## config.mk

```make
export PLATFORM = sky130hd
export DESIGN_NAME = set_control
export DESIGN_NICKNAME = d
export VERILOG_FILES = /design/src/rtl/set_control.sv
export SDC_FILE = /design/constraint.sdc
export NUM_CORES = 1
export LEC_CHECK = 0
export CORE_UTILIZATION = 40
export CTS_CLUSTER_DIAMETER = 150
export DETAILED_ROUTE_END_ITERATION = 8
export PLACE_DENSITY = 0.6
export REMOVE_ABC_BUFFERS = 1
export SLEW_MARGIN = 30
export SYNTH_ARGS = -nofsm -noshare
export SYNTH_HDL_FRONTEND = slang
export SYNTH_SLANG_ARGS = --single-unit
```

## constraint.sdc

```tcl
create_clock -name clk -period 4.2 [get_ports clk]
set_clock_uncertainty 0.2 [all_clocks]
set_input_delay 0.84 -clock clk [delete_from_list [all_inputs] [get_ports clk]]
set_output_delay 0.84 -clock clk [all_outputs]
set_load 0.05 [all_outputs]
```

## src/rtl/set_control.sv

```systemverilog
// set_control: button front end for the clock's setting path.
// Synchronizes and debounces the mode/sel/inc buttons, runs the RUN/EDIT
// mode machine and drives the display controls plus one-cycle increment
// strobes (with auto-repeat) for the BCD time/date counters.
module set_control #(
  parameter int DEBOUNCE_CYCLES = 500000,
  parameter int REPEAT_DELAY    = 25000000,
  parameter int REPEAT_PERIOD   = 5000000,
  parameter int IDLE_CYCLES     = 500000000
) (
  input  logic       clk,
  input  logic       rst,
  input  logic       btn_mode,
  input  logic       btn_sel,
  input  logic       btn_inc,
  output logic       smh_dmy,
  output logic       dem_chinh,
  output logic [1:0] blink_led,
  output logic       inc_ss,
  output logic       inc_mm,
  output logic       inc_hh,
  output logic       inc_dd,
  output logic       inc_mo,
  output logic       inc_yy
);

  // Counter widths: one spare bit above what the terminal count needs.
  localparam int DB_W    = $clog2(DEBOUNCE_CYCLES) + 1;
  localparam int REP_MAX = (REPEAT_DELAY > REPEAT_PERIOD) ? REPEAT_DELAY : REPEAT_PERIOD;
  localparam int RP_W    = $clog2(REP_MAX) + 1;
  localparam int ID_W    = $clog2(IDLE_CYCLES) + 1;

  localparam logic [DB_W-1:0] DB_LAST         = DB_W'(DEBOUNCE_CYCLES - 1);
  localparam logic [RP_W-1:0] REP_DELAY_LAST  = RP_W'(REPEAT_DELAY - 1);
  localparam logic [RP_W-1:0] REP_PERIOD_LAST = RP_W'(REPEAT_PERIOD - 1);
  localparam logic [ID_W-1:0] IDLE_LAST       = ID_W'(IDLE_CYCLES - 1);

  // Button index: 0 = mode, 1 = sel, 2 = inc.
  logic [2:0] btn_raw;
  logic [2:0] press_evt;
  logic       inc_held;

  assign btn_raw = {btn_inc, btn_sel, btn_mode};

  genvar gi;
  generate
    for (gi = 0; gi < 3; gi++) begin : g_btn
      logic            sync1_reg;
      logic            sync2_reg;
      logic            stable_reg;
      logic            press_reg;
      logic [DB_W-1:0] db_cnt_reg;

      // Two-flop synchronizer feeding a saturating debouncer; a press pulse
      // is registered on the edge the stable value rises.
      always_ff @(posedge clk) begin
        if (rst) begin
          sync1_reg  <= 1'b0;
          sync2_reg  <= 1'b0;
          stable_reg <= 1'b0;
          press_reg  <= 1'b0;
          db_cnt_reg <= '0;
        end else begin
          sync1_reg <= btn_raw[gi];
          sync2_reg <= sync1_reg;
          press_reg <= 1'b0;
          if (sync2_reg == stable_reg) begin
            db_cnt_reg <= '0;
          end else if (db_cnt_reg >= DB_LAST) begin
            stable_reg <= sync2_reg;
            db_cnt_reg <= '0;
            press_reg  <= sync2_reg;
          end else begin
            db_cnt_reg <= db_cnt_reg + 1'b1;
          end
        end
      end

      assign press_evt[gi] = press_reg;

      if (gi == 2) begin : g_held
        assign inc_held = stable_reg;
      end
    end
  endgenerate

  // Same-cycle events resolve as sel > mode > inc; losers are dropped.
  logic sel_evt;
  logic mode_evt;
  logic inc_evt;

  assign sel_evt  = press_evt[1];
  assign mode_evt = press_evt[0] & ~press_evt[1];
  assign inc_evt  = press_evt[2] & ~press_evt[1] & ~press_evt[0];

  typedef enum logic {S_RUN, S_EDIT} state_t;

  state_t          state_reg;
  logic            smh_dmy_reg;
  logic            dem_chinh_reg;
  logic [1:0]      blink_reg;
  logic [5:0]      inc_reg;        // {yy, mo, dd, hh, mm, ss}
  logic            rep_active_reg;
  logic            rep_first_reg;  // still waiting out the initial delay
  logic [RP_W-1:0] rep_cnt_reg;
  logic [ID_W-1:0] idle_cnt_reg;

  // First field shown when entering a view: ss for time, yyyy for date.
  function automatic logic [1:0] first_field(input logic view);
    return view ? 2'b11 : 2'b10;
  endfunction

  // Last field of each view; a sel press there goes back to RUN.
  function automatic logic is_last_field(input logic view, input logic [1:0] field);
    return view ? (field == 2'b01) : (field == 2'b00);
  endfunction

  // One-hot strobe for the field under edit in the given view.
  function automatic logic [5:0] strobe_for(input logic view, input logic [1:0] field);
    logic [5:0] s;
    s = 6'b000000;
    if (!view) begin
      case (field)
        2'b10:   s = 6'b000001;  // ss
        2'b01:   s = 6'b000010;  // mm
        2'b00:   s = 6'b000100;  // hh
        default: s = 6'b000000;
      endcase
    end else begin
      case (field)
        2'b01:   s = 6'b001000;  // dd
        2'b10:   s = 6'b010000;  // mo
        2'b11:   s = 6'b100000;  // yy
        default: s = 6'b000000;
      endcase
    end
    return s;
  endfunction

  logic [RP_W-1:0] rep_limit;
  logic            rep_fire;
  logic            idle_expire;

  assign rep_limit   = rep_first_reg ? REP_DELAY_LAST : REP_PERIOD_LAST;
  assign rep_fire    = rep_active_reg & inc_held & (rep_cnt_reg >= rep_limit);
  assign idle_expire = (idle_cnt_reg >= IDLE_LAST);

  // Mode machine with registered outputs, auto-repeat and idle timeout.
  always_ff @(posedge clk) begin
    if (rst) begin
      state_reg      <= S_RUN;
      smh_dmy_reg    <= 1'b0;
      dem_chinh_reg  <= 1'b0;
      blink_reg      <= 2'b00;
      inc_reg        <= 6'b000000;
      rep_active_reg <= 1'b0;
      rep_first_reg  <= 1'b0;
      rep_cnt_reg    <= '0;
      idle_cnt_reg   <= '0;
    end else begin
      inc_reg <= 6'b000000;
      case (state_reg)
        S_RUN: begin
          rep_active_reg <= 1'b0;
          rep_cnt_reg    <= '0;
          idle_cnt_reg   <= '0;
          blink_reg      <= 2'b00;
          dem_chinh_reg  <= 1'b0;
          if (sel_evt) begin
            state_reg     <= S_EDIT;
            dem_chinh_reg <= 1'b1;
            blink_reg     <= first_field(smh_dmy_reg);
          end else if (mode_evt) begin
            smh_dmy_reg <= ~smh_dmy_reg;
          end
        end
        S_EDIT: begin
          if (sel_evt) begin
            rep_active_reg <= 1'b0;
            rep_cnt_reg    <= '0;
            idle_cnt_reg   <= '0;
            if (is_last_field(smh_dmy_reg, blink_reg)) begin
              state_reg     <= S_RUN;
              dem_chinh_reg <= 1'b0;
              blink_reg     <= 2'b00;
            end else begin
              blink_reg <= blink_reg - 2'd1;
            end
          end else if (mode_evt) begin
            smh_dmy_reg    <= ~smh_dmy_reg;
            blink_reg      <= first_field(~smh_dmy_reg);
            rep_active_reg <= 1'b0;
            rep_cnt_reg    <= '0;
            idle_cnt_reg   <= '0;
          end else if (inc_evt) begin
            inc_reg        <= strobe_for(smh_dmy_reg, blink_reg);
            rep_active_reg <= 1'b1;
            rep_first_reg  <= 1'b1;
            rep_cnt_reg    <= '0;
            idle_cnt_reg   <= '0;
          end else if (rep_fire) begin
            inc_reg       <= strobe_for(smh_dmy_reg, blink_reg);
            rep_first_reg <= 1'b0;
            rep_cnt_reg   <= '0;
            idle_cnt_reg  <= '0;
          end else if (idle_expire) begin
            state_reg      <= S_RUN;
            dem_chinh_reg  <= 1'b0;
            blink_reg      <= 2'b00;
            rep_active_reg <= 1'b0;
            rep_cnt_reg    <= '0;
            idle_cnt_reg   <= '0;
          end else begin
            if (idle_cnt_reg < IDLE_LAST) begin
              idle_cnt_reg <= idle_cnt_reg + 1'b1;
            end
            if (rep_active_reg && inc_held) begin
              if (rep_cnt_reg < rep_limit) begin
                rep_cnt_reg <= rep_cnt_reg + 1'b1;
              end
            end else begin
              // Release ends the repeat; only a fresh press re-arms it.
              rep_active_reg <= 1'b0;
              rep_cnt_reg    <= '0;
            end
          end
        end
        default: begin
          state_reg <= S_RUN;
        end
      endcase
    end
  end

  assign smh_dmy   = smh_dmy_reg;
  assign dem_chinh = dem_chinh_reg;
  assign blink_led = blink_reg;
  assign inc_ss    = inc_reg[0];
  assign inc_mm    = inc_reg[1];
  assign inc_hh    = inc_reg[2];
  assign inc_dd    = inc_reg[3];
  assign inc_mo    = inc_reg[4];
  assign inc_yy    = inc_reg[5];

endmodule

```

==> flow_metrics.env, run 1 <==
export IMPL_outcome="finished, final reports clean"
export IMPL_cp_data_arrival_time_ns=1.73
export IMPL_fp_row_count=44
export IMPL_via_per_inst=5.07
export IMPL_setup_slack_ns=1.43
export IMPL_period_share_pct=66.0
export IMPL_fillers=1378
export IMPL_grt_start_max_net_pins=31
export IMPL_placed_area_um2=6450
export IMPL_cp_top_family="buffers and inverters"
export IMPL_cp_slowest_stage_delay_ns=0.86
export IMPL_gp_congestion=0.761
export IMPL_final_core_util_pct=47.1
export IMPL_crit_chain="clkdlybuf4s50_1"
export IMPL_pin_count=15
export IMPL_synth_seq_area_share_pct=46.0
export IMPL_cts_hold_buffers=0
export IMPL_stdcell_area_um2=6950
export IMPL_crit_type="register to output pin"
export IMPL_cp_start_kind="register"
export IMPL_cts_made_buffers=17
export IMPL_syn_cell_area_um2=6130
export IMPL_drive_gt1_share_pct=4.26
export IMPL_synthDistinctLibCells=49
export IMPL_synth_avg_cell_area_um2=8.83
export IMPL_largest_reg_flops=60
export IMPL_cts_buffer_depth=2
export IMPL_drcViolationCount=0
export IMPL_nNetsFinal=740
export IMPL_yosys_warnings=0
export IMPL_overflow=0
export IMPL_dieArea_um2=15800
export IMPL_place_port_buffers=14
export IMPL_p_per_area_nw_per_um2=383
export IMPL_post_cts_buffers=0
export IMPL_avgRoutedWirePerCell_um=11.9
export IMPL_cts_repair_resized=0
export IMPL_worst_hold_slack_ns=0.233
export IMPL_p_leak_nw=2.36
export IMPL_start_util_pct=41.6
export IMPL_drt_iter0_markers=249
export IMPL_antennaDiodeCount=0
export IMPL_dp_cells=882
export IMPL_async_flop_share_pct=0
export IMPL_yosys_most_used_dff="dfxtp_1"
export IMPL_critPathBufInv=1
export IMPL_rsz0062_at_grt="no"
export IMPL_ant_nets=0
export IMPL_maxSlewHeadroom_pct=57.4
export IMPL_coreArea_um2=14800
export IMPL_tns_ns=0
export IMPL_die_width_um=126
export IMPL_clock_sinks=141
export IMPL_htreeDepth=4
export IMPL_antenna_found_initial=0
export IMPL_critPathMaxFanout=8
export IMPL_endpoint_kind="output pin"
export IMPL_wl_um=10800
export IMPL_vias=4620
export IMPL_synth_seq_cells=141
export IMPL_worst_pin_slew_ns=0.634
export IMPL_tritoncts="done"
export IMPL_min_delay_path_class="register to register"
export IMPL_grt_pass1_wl_um=19600
export IMPL_stdcell_count=911
export IMPL_reg2reg_slack_ns=1.64
export IMPL_worst_path_max_delay_cell="clkdlybuf4s50_1"
export IMPL_period_minus_slack_ns=2.77
export IMPL_cp_data_required_time_ns=3.16
export IMPL_cap_viol_max_count=0
export IMPL_root_buffer="clkbuf_16"
export IMPL_insertion_delay_ns=0.41
export IMPL_syn_inst=695
export IMPL_dp_slack_ns=1.40
export IMPL_area_delta_synth_final_pct=13.3
export IMPL_track_usage_pct=15.2
export IMPL_die_h_um=126
export IMPL_clk_pin_slew_ns=0.05
export IMPL_synth_edf_count=0
export IMPL_dr_pass1_iters=4
export IMPL_place_hpwl_um=7570
export IMPL_timing_hold_violations_final=0
export IMPL_final_max_slew_violation_count=0
export IMPL_fmax_mhz=361
export IMPL_grt_pass1_vias=4443
export IMPL_finalPower_mw=2.66
export IMPL_vdd_drop_max_v=0.000284
export IMPL_setup_viol=0
final cells by class:
type / count / area (um2) / area share [%]
clock buffer: 27 / 493 / 7.09
multi-input combinational: 522 / 3160 / 45.5
clock inverter: 2 / 10.0 / 0.144
sequential: 141 / 2820 / 40.6
inverter: 18 / 67.6 / 0.972
timing repair buffer: 17 / 163 / 2.34
tap: 184 / 230 / 3.31
per-layer routing:
| layer | vias up | track usage (%) | wire (um) |
|---|---|---|---|
| met5 | - | 0 | 0 |
| li1 | 2409 | - | - |
| met4 | 0 | 5.67 | 85 |
| met1 | 2164 | 18.8 | 5410 |
| met2 | 39 | 24.8 | 5040 |
| met3 | 8 | 4.89 | 300 |
cell usage in the layout (no fill, tap or decap), drive strengths merged, types with 2 or more instances in the layout:
cell type | netlist | layout
or3 | 8 | 8
nand4bb | 2 | 2
nand3 | 44 | 44
nand2b | 2 | 2
and3 | 22 | 22
nand2 | 47 | 47
nor3 | 11 | 11
xor2 | 64 | 64
a41oi | 2 | 2
o21ai | 8 | 8
ha | 18 | 18
conb | 1 | 4
nor4 | 5 | 5
a31oi | 9 | 9
o31ai | 3 | 3
o41ai | 3 | 3
nor2 | 150 | 150
xnor2 | 36 | 36
a41o | 3 | 3
dfxtp | 141 | 141
or4 | 2 | 2
nand4 | 21 | 21
nor4b | 2 | 2
inv | 18 | 18
and4 | 10 | 10
clkinv | 0 | 2
clkdlybuf4s50 | 0 | 14
nor3b | 2 | 2
a211oi | 3 | 3
nor2b | 9 | 9
and2 | 5 | 5
mux2i | 3 | 3
clkbuf | 11 | 27
a21oi | 12 | 12
buf | 6 | 3
where the power goes:
part	internal, mW	leakage, nW	total [mW]	switching [mW]
registers	1.35	1.14	1.35	0.00470
clock network	0.789	0.247	1.28	0.492
logic	0.0121	0.973	0.0282	0.0161
cells by family (layout without fill, tap and decap cells):
kind of cell    Yosys count  count (layout)  synth area share (%)
buf+inv                  35              64                  2.57
flops                   141             141                  46.0
compound gates           51              51                  5.67
simple gates            345             345                  27.1
fa+ha+maj                18              18                  3.67
other cells               1               4                0.0611
xor+xnor                100             100                  14.3
mux                       4               4                 0.673
final timing paths:
path	start	end	depth (start not counted)
setup / recovery	smh_dmy	smh_dmy	1
hold / removal	g_btn[0].sync1_reg	g_btn[0].sync2_reg	1
setup reg to reg	idle_cnt_reg[0]	idle_cnt_reg[26]	7
hold reg to reg	g_btn[0].sync1_reg	g_btn[0].sync2_reg	1
synth_stat cells (2+ instances only):
cell       count  area (um2)
nand2_1       47         176
a31oi_1        9        56.3
and2_1         4        25.0
buf_2          3        15.0
o41ai_1        2        17.5
nor2_1       150         563
o31ai_1        3        22.5
nor4b_1        2        17.5
and3_1        22         138
xor2_1        64         561
buf_6          3        33.8
and4_1        10        87.6
nor3b_1        2        15.0
or4_1          2        15.0
a41oi_1        2        17.5
clkbuf_1      11        41.3
dfxtp_1      141        2820
nand2b_1       2        12.5
mux2i_1        3        30.0
nor3_2         2        20.0
nand4_1       21         131
xnor2_1       36         315
nor4_1         5        31.3
or3_1          8        50.1
nor3_1         9        45.0
a41o_1         3        30.0
nand4bb_1      2        22.5
ha_1          18         225
a211oi_1       3        22.5
nor2b_1        9        56.3
inv_1         18        67.6
o21ai_0        8        40.0
a21oi_1       12        60.1
nand3_1       44         220
(Power assumes the default switching activity.)
==> run 2: changes to the inputs <==
==> constraint.sdc (replaced) <==
create_clock -name clk -period 2.6 [get_ports clk]
set_clock_uncertainty 0.2 [all_clocks]
set_input_delay 0.52 -clock clk [delete_from_list [all_inputs] [get_ports clk]]
set_output_delay 0.52 -clock clk [all_outputs]
set_load 0.05 [all_outputs]
==> flow_metrics.env, run 2 (synthesis results as in run 1) <==
export IMPL_antennaDiodeCount=0
export IMPL_cts_hold_buffers=0
export IMPL_via_per_inst=5.04
export IMPL_cp_data_arrival_time_ns=1.72
export IMPL_cp_data_required_time_ns=1.88
export IMPL_place_port_buffers=14
export IMPL_cap_viol_max_count=0
export IMPL_endpoint_kind="output pin"
export IMPL_stdcell_area_um2=7080
export IMPL_period_minus_slack_ns=2.44
export IMPL_dp_cells=888
export IMPL_fillers=1404
export IMPL_critPathBufInv=1
export IMPL_drive_gt1_share_pct=5.98
export IMPL_p_per_area_nw_per_um2=640
export IMPL_track_usage_pct=15.3
export IMPL_wl_um=10900
export IMPL_coreArea_um2=14800
export IMPL_setup_slack_ns=0.160
export IMPL_place_hpwl_um=7450
export IMPL_final_max_slew_violation_count=0
export IMPL_cp_slowest_stage_delay_ns=0.85
export IMPL_critPathMaxFanout=7
export IMPL_outcome="finished, final reports clean"
export IMPL_drt_iter0_markers=272
export IMPL_dp_slack_ns=0.118
export IMPL_final_core_util_pct=48.0
export IMPL_min_delay_path_class="register to register"
export IMPL_clk_pin_slew_ns=0.06
export IMPL_cp_top_family="buffers and inverters"
export IMPL_setup_viol=0
export IMPL_cp_start_kind="register"
export IMPL_dieArea_um2=15800
export IMPL_die_h_um=126
export IMPL_gp_congestion=0.782
export IMPL_nNetsFinal=746
export IMPL_finalPower_mw=4.53
export IMPL_worst_hold_slack_ns=0.234
export IMPL_ant_nets=0
export IMPL_htreeDepth=4
export IMPL_crit_type="register to output pin"
export IMPL_tritoncts="done"
export IMPL_fmax_mhz=410
export IMPL_antenna_found_initial=0
export IMPL_overflow=0
export IMPL_crit_chain="clkdlybuf4s50_1"
export IMPL_die_width_um=126
export IMPL_p_leak_nw=2.43
export IMPL_drcViolationCount=0
export IMPL_stdcell_count=920
export IMPL_period_share_pct=93.8
export IMPL_largest_reg_flops=60
export IMPL_root_buffer="clkbuf_16"
export IMPL_vias=4635
export IMPL_tns_ns=0
export IMPL_grt_start_max_net_pins=30
export IMPL_fp_row_count=44
export IMPL_layout_commonest_cell="nor2_1"
export IMPL_pin_count=15
export IMPL_cts_made_buffers=17
export IMPL_grt_pass1_wl_um=19700
export IMPL_area_delta_synth_final_pct=15.4
export IMPL_dr_pass1_iters=5
export IMPL_layout_common_cells="150 x nor2_1, 141 x dfxtp_1, 64 x xor2_1"
export IMPL_placed_area_um2=6500
export IMPL_insertion_delay_ns=0.42
export IMPL_avgRoutedWirePerCell_um=11.9
export IMPL_worst_pin_slew_ns=0.659
export IMPL_cts_buffer_depth=2
export IMPL_worst_path_max_delay_cell="clkdlybuf4s50_1"
export IMPL_timing_hold_violations_final=0
export IMPL_rsz0062_at_grt="no"
export IMPL_vdd_drop_max_v=0.000475
export IMPL_start_util_pct=41.6
export IMPL_maxSlewHeadroom_pct=56.1
export IMPL_clock_sinks=141
export IMPL_grt_pass1_vias=4370
[run 2: final timing paths]
path,startpoint,endpoint,slack [ns],cells after the start
max,blink_led[0],blink_led[0],0.16,1
min,g_btn[1].sync1_reg,g_btn[1].sync2_reg,0.23,1
max reg2reg,g_btn[2].db_cnt_reg[0],g_btn[2].db_cnt_reg[8],0.20,6
min reg2reg,g_btn[1].sync1_reg,g_btn[1].sync2_reg,0.23,1
[run 2: layout make-up]
type                            instances  area [um2]  share of cell area [%]
Multi-Input combinational cell        522        3170                    44.8
Clock buffer                           26         509                    7.20
Sequential cell                       141        2820                    39.9
Tap cell                              184         230                    3.25
Inverter                               18        67.6                   0.955
Timing Repair Buffer                   23         220                    3.11
Clock inverter                          6        57.6                   0.813
[run 2: power breakdown]
part           internal (mW)  total (mW)  switching (mW)
combinational         0.0212      0.0485          0.0273
sequential              2.17        2.18         0.00742
clock                   1.44        2.30           0.862
[run 2: timing repair]
item	4_1_cts	5_1_grt
gates resized for setup	0	1
endpoints found under the setup margin	0	3
setup buffers	0	0
[run 2: routing by layer]
layer / track usage [%] / wire length [um]
met4: 7.87 / 182
met5: 0 / 0
met2: 23.3 / 4740
met1: 20.0 / 5670
met3: 3.91 / 311
==> run 3: changes to the inputs <==
--- a/config.mk
+++ b/config.mk
@@ -10,6 +10,7 @@
 export DETAILED_ROUTE_END_ITERATION = 8
 export PLACE_DENSITY = 0.6
 export REMOVE_ABC_BUFFERS = 1
+export SETUP_SLACK_MARGIN = 0.4
 export SLEW_MARGIN = 30
 export SYNTH_ARGS = -nofsm -noshare
 export SYNTH_HDL_FRONTEND = slang
==> flow_metrics.env, run 3 (synthesis results as in run 1) <==
export IMPL_outcome="finished, final reports clean"
export IMPL_vias=4738
export IMPL_ant_nets=0
export IMPL_switching_share_pct=20.1
export IMPL_p_seq_share_pct=47.9
export IMPL_final_core_util_pct=50.1
export IMPL_maxSlewHeadroom_pct=66.1
export IMPL_grt_start_max_net_pins=30
export IMPL_crit_type="register to register"
export IMPL_insertion_delay_ns=0.42
export IMPL_drt_iter0_markers=264
export IMPL_cts_made_buffers=17
export IMPL_cts_buffer_depth=2
export IMPL_rsz0062_at_grt="yes"
export IMPL_fp_row_count=44
export IMPL_nNetsFinal=758
export IMPL_timing_hold_violations_final=0
export IMPL_dr_pass1_iters=4
export IMPL_cp_data_arrival_time_ns=2.35
export IMPL_critPathBufInv=3
export IMPL_period_minus_slack_ns=2.24
export IMPL_track_usage_pct=15.5
export IMPL_vdd_drop_max_v=0.000482
export IMPL_tns_ns=0
export IMPL_die_h_um=126
export IMPL_gp_congestion=0.782
export IMPL_cts_hold_buffers=0
export IMPL_via_per_inst=5.08
export IMPL_critPathMaxFanout=7
export IMPL_endpoint_kind="register"
export IMPL_root_buffer="clkbuf_16"
export IMPL_final_max_slew_violation_count=0
export IMPL_layout_commonest_cell="nor2_1"
export IMPL_cp_start_kind="register"
export IMPL_overflow=0
export IMPL_drive_gt1_share_pct=11.6
export IMPL_cap_viol_max_count=0
export IMPL_worst_path_max_delay_cell="dfxtp_2"
export IMPL_die_width_um=126
export IMPL_clk_pin_slew_ns=0.06
export IMPL_fmax_mhz=447
export IMPL_power_frac_comb_pct=1.4
export IMPL_largest_reg_flops=60
export IMPL_cp_top_family="compound AO/OA/AOI/OAI gates"
export IMPL_htreeDepth=4
export IMPL_clkPwrFrac_pct=50.7
export IMPL_critPathMostFrequentCell="buf_6"
export IMPL_p_leak_nw=2.58
export IMPL_place_hpwl_um=7450
export IMPL_p_sw_mw=0.916
export IMPL_layout_common_cells="143 x nor2_1, 138 x dfxtp_1, 64 x xor2_1"
export IMPL_tritoncts="done"
export IMPL_place_port_buffers=14
export IMPL_start_util_pct=41.6
export IMPL_p_per_area_nw_per_um2=615
export IMPL_crit_chain="buf_6 > ha_4 > nand3_2 > o211ai_1 > o2111ai_2 > a21o_1 > nand4_1 > buf_6 > clkbuf_16 > nor2_1"
export IMPL_internal_power_mw=3.63
export IMPL_setup_viol=0
export IMPL_cp_slowest_stage_delay_ns=0.33
export IMPL_clock_sinks=141
export IMPL_worst_pin_slew_ns=0.504
export IMPL_grt_pass1_wl_um=19900
export IMPL_antenna_found_initial=0
export IMPL_min_delay_path_class="register to register"
export IMPL_area_delta_synth_final_pct=20.6
export IMPL_cp_data_required_time_ns=2.71
export IMPL_dieArea_um2=15800
export IMPL_antennaDiodeCount=0
export IMPL_grt_pass1_vias=4409
export IMPL_pin_count=15
export IMPL_wl_um=11900
export IMPL_avgRoutedWirePerCell_um=12.7
export IMPL_coreArea_um2=14800
export IMPL_drcViolationCount=0
export IMPL_period_share_pct=86.0
==> run 3: changes by cell type in the layout (fill, tap and decap cells not counted), sizes merged <==
cell / delta
clkdlybuf4s15: +1
dlygate4sd2: +9
or3: +6
buf: +4
clkdlybuf4s50: -10
clkbuf: +2
==> run 3: metal layers <==
metal,part of all wire (%),global-route usage (%)
met1,51,20.2
met5,0,0
met3,2.6,3.91
met2,44,23.7
met4,1.9,7.87
==> run 3: final cells by class <==
class	instances	area, um2
clock inverters	6	57.6
fillers	1370	7360
multi-input cells	528	3390
inverters	18	67.6
clock buffers	26	509
well taps	184	230
repair buffers	29	313
flip-flops and latches	141	2830
==> run 3: worst register-to-register path, cell delays in order, from the launching register on <==
cell and delay [ns]:
dfxtp_2 0.33, buf_6 0.12, ha_4 0.26, nand3_2 0.07, o211ai_1 0.23, o2111ai_2 0.16
a21o_1 0.25, nand4_1 0.13, buf_6 0.16, clkbuf_16 0.17, nor2_1 0.05
==> run 3: power groups by stage <==
stage               sequential [mW]  combinational (mW)  clock (mW)
global placement               2.23              0.0473           0
floorplan                      2.23              0.0260           0
global route                   2.18              0.0691        2.47
CTS                            2.18              0.0522        2.37
finish                         2.18              0.0630        2.31
detailed placement             2.23              0.0481           0
==> run 3: timing repair <==
| item | in CTS | in global routing |
|---|---|---|
| setup endpoints to repair | 128 | 124 |
| resized for setup | 20 | 39 |
| cloned | 1 | 8 |
| pin swaps | 3 | 17 |
| setup buffers | 0 | 3 |
==> run 3: stage by stage <==
stage	hold WS (ns)	power, mW	instance area [um2]	cells	worst slack [ns]
floorplan	0.214	2.25	6050	681	-0.0723
global placement	0.221	2.27	6500	888	0.243
detailed placement	0.225	2.27	6500	888	0.118
CTS	0.238	4.61	7110	921	0.321
global route	0.261	4.72	7400	932	0.277
finish	0.234	4.55	7400	932	0.365
==> run 3: worst paths after layout <==
kind,startpoint,endpoint,slack [ns],depth (start not counted)
hold reg to reg,g_btn[1].sync1_reg,g_btn[1].sync2_reg,0.23,1
setup reg to reg,rep_first_reg,idle_cnt_reg[8],0.36,10
hold / removal,g_btn[1].sync1_reg,g_btn[1].sync2_reg,0.23,1
setup / recovery,rep_first_reg,idle_cnt_reg[8],0.36,10
==> RTL change: new RTL, settings of run 3 <==
The parameter `IDLE_CYCLES` goes from 500000000 to 250000000.
--- a/src/rtl/set_control.sv
+++ b/src/rtl/set_control.sv
@@ -8,3 +8,3 @@
   parameter int REPEAT_PERIOD   = 5000000,
-  parameter int IDLE_CYCLES     = 500000000
+  parameter int IDLE_CYCLES     = 250000000
 ) (
Check against the original RTL: same outputs for any inputs over 4 cycles, from zero or initial values and one cycle with rst high; that may be too few to reach the edited logic, so the function may still have changed.
==> RTL change against run 3 <==
- fmax fell by 12%
- sequential cell count fell by 1
- worst setup slack got worse by 0.31 ns
- synthesized area rose by 2.2%
- wire length rose by 10%
- clock power rose by 10%
- total power rose by 5.3%
- largest cell class unchanged
- final area rose by 11%
==> RTL change: results (changes against run 3) <==
## Synth
* sequential fraction of the synthesis area: 0.447, -0.0131
* Unique masters post-synth: 57, +16%
* post-synthesis average cell area: 9.36 µm², +6.0%
* yosys synthesis warning count: 0, unchanged
* top cells by instance count after synthesis: sky130_fd_sc_hd__dfxtp_1 (140), sky130_fd_sc_hd__nor2_1 (103), sky130_fd_sc_hd__xor2_1 (62), sky130_fd_sc_hd__nand2_1 (47), sky130_fd_sc_hd__nand3_1 (38)
* leading cell types by total area after synthesis: sky130_fd_sc_hd__dfxtp_1 (45%), sky130_fd_sc_hd__xor2_1 (8.7%), sky130_fd_sc_hd__nor2_1 (6.2%)

## Global routing
* global-route wire length before repair: 21,500 µm, +8.0%
* global-route usage over all layers: 0.166, +0.0109
* largest net degree at the start of global routing: 25, -17%
* vias in the first global route: 4,704, +6.7%

## Place
* area of placed instances: 0.00689 mm², +5.8%
* total of buffers placed on input and output ports: 14, unchanged
* worst setup slack after placement: -0.278 ns, -0.396 ns
* final weighted congestion of routability-driven global placement: 0.781, -0.12%
* placed cell count: 919, +3.5%
* HPWL after detailed placement: 8220 µm, +10%

## Cells and area
* number of nets in the final layout: 763, +0.66%
* # fillers: 1,333, -2.7%
* total area of sequential cells: 0.00281 mm², -0.53%
* ratio of cells with drive above 1 in the final layout: 0.252, +0.136

## Power
* worst ir drop on vdd: 0.000567 V, +18%
* static leakage power: 2.83 nW, +9.5%
* switching power share of the total: 0.208, +0.00626

## Worst hold path
* hold_sp: g_btn[2].db_cnt_reg[0]$_SDFF_PP0_

## Run status
* outcome: completed

## Detailed routing
* routed vias/inst: 5.01, -1.4%
* DRC violation total after the first TritonRoute iteration: 181, -31%
* WL/cell: 13.6 µm, +6.6%
* detailed-route via count: 4,833, +2.0%

## Clocking
* Clk Tree Root Cell: sky130_fd_sc_hd__clkbuf_16
* clock latency at the later pin of the worst-skew pair: 0.42 ns, about the same
* H-tree levels: 4, unchanged

## Worst setup path
* arrival time worst endpoint: 2.71 ns, +0.36 ns
* critical-path cell with the highest stage delay: sky130_fd_sc_hd__or4_4
* CP max stage delay: 0.54 ns, +0.21 ns
* crit-path leading delay family: simple AND/OR/NAND/NOR gates

## Timing
* Slew headroom: 0.636, -0.0247

-- RTL change: worst paths after layout --
path                                  endpoint  slack (ns)  cells after the start
max               idle_cnt_reg[2]$_SDFFE_PP0P_        0.05                      9
min          g_btn[2].db_cnt_reg[0]$_SDFF_PP0_        0.24                      1
max reg2reg       idle_cnt_reg[2]$_SDFFE_PP0P_        0.05                      9
min reg2reg  g_btn[2].db_cnt_reg[0]$_SDFF_PP0_        0.24                      1
-- RTL change: timing repair --
item	4_1_cts	5_1_grt
buffers inserted	3	4
endpoints found under the setup margin	134	121
resized for setup	61	78
pin swaps	39	32
gates cloned	4	2
-- RTL change: power by group through the flow --
stage | Sequential [mW] | Combinational [mW] | Clock, mW
2_1_floorplan | 2.21 | 0.0297 | 0
3_5_place_dp | 2.21 | 0.0565 | 0
6_report | 2.16 | 0.0791 | 2.55
3_3_place_gp | 2.21 | 0.0554 | 0
4_1_cts | 2.16 | 0.0667 | 2.60
5_1_grt | 2.16 | 0.0856 | 2.70
-- RTL change: per-layer routing --
layer  global-route usage  vias to the layer above  routed length (µm)
li1                     -                     2450                   -
met1                0.205                     2305                6030
met2                0.272                       68                6460
met3               0.0511                       10                 444
met4               0.0574                        0                 157
met5                    0                        -                   0
-- RTL change: through the flow --
step	setup TNS (ns)	hold slack, ns	total power, mW
floorplan	-24.69	0.213	2.24
global placement	-5.18	0.220	2.27
detailed placement	-6.85	0.232	2.27
CTS	0	0.242	4.83
global route	-0.248	0.264	4.95
finish	0	0.243	4.79
-- RTL change: kinds of logic after synthesis --
kind of cell	after synthesis	share of synthesized area
compound gates	49	0.0559
simple gates	336	0.297
buf+inv	27	0.0250
xor+xnor	96	0.134
other cells	1	0.000598
flops	140	0.447
mux	3	0.00479
fa+ha+maj	18	0.0359
-- RTL change: final cells by class --
cell class	count	area share
Clock buffer	17	0.0519
Timing Repair Buffer	62	0.0780
Sequential cell	140	0.343
Tap cell	211	0.0322
Multi-Input combinational cell	508	0.466
Clock inverter	15	0.0237
Inverter	11	0.00534
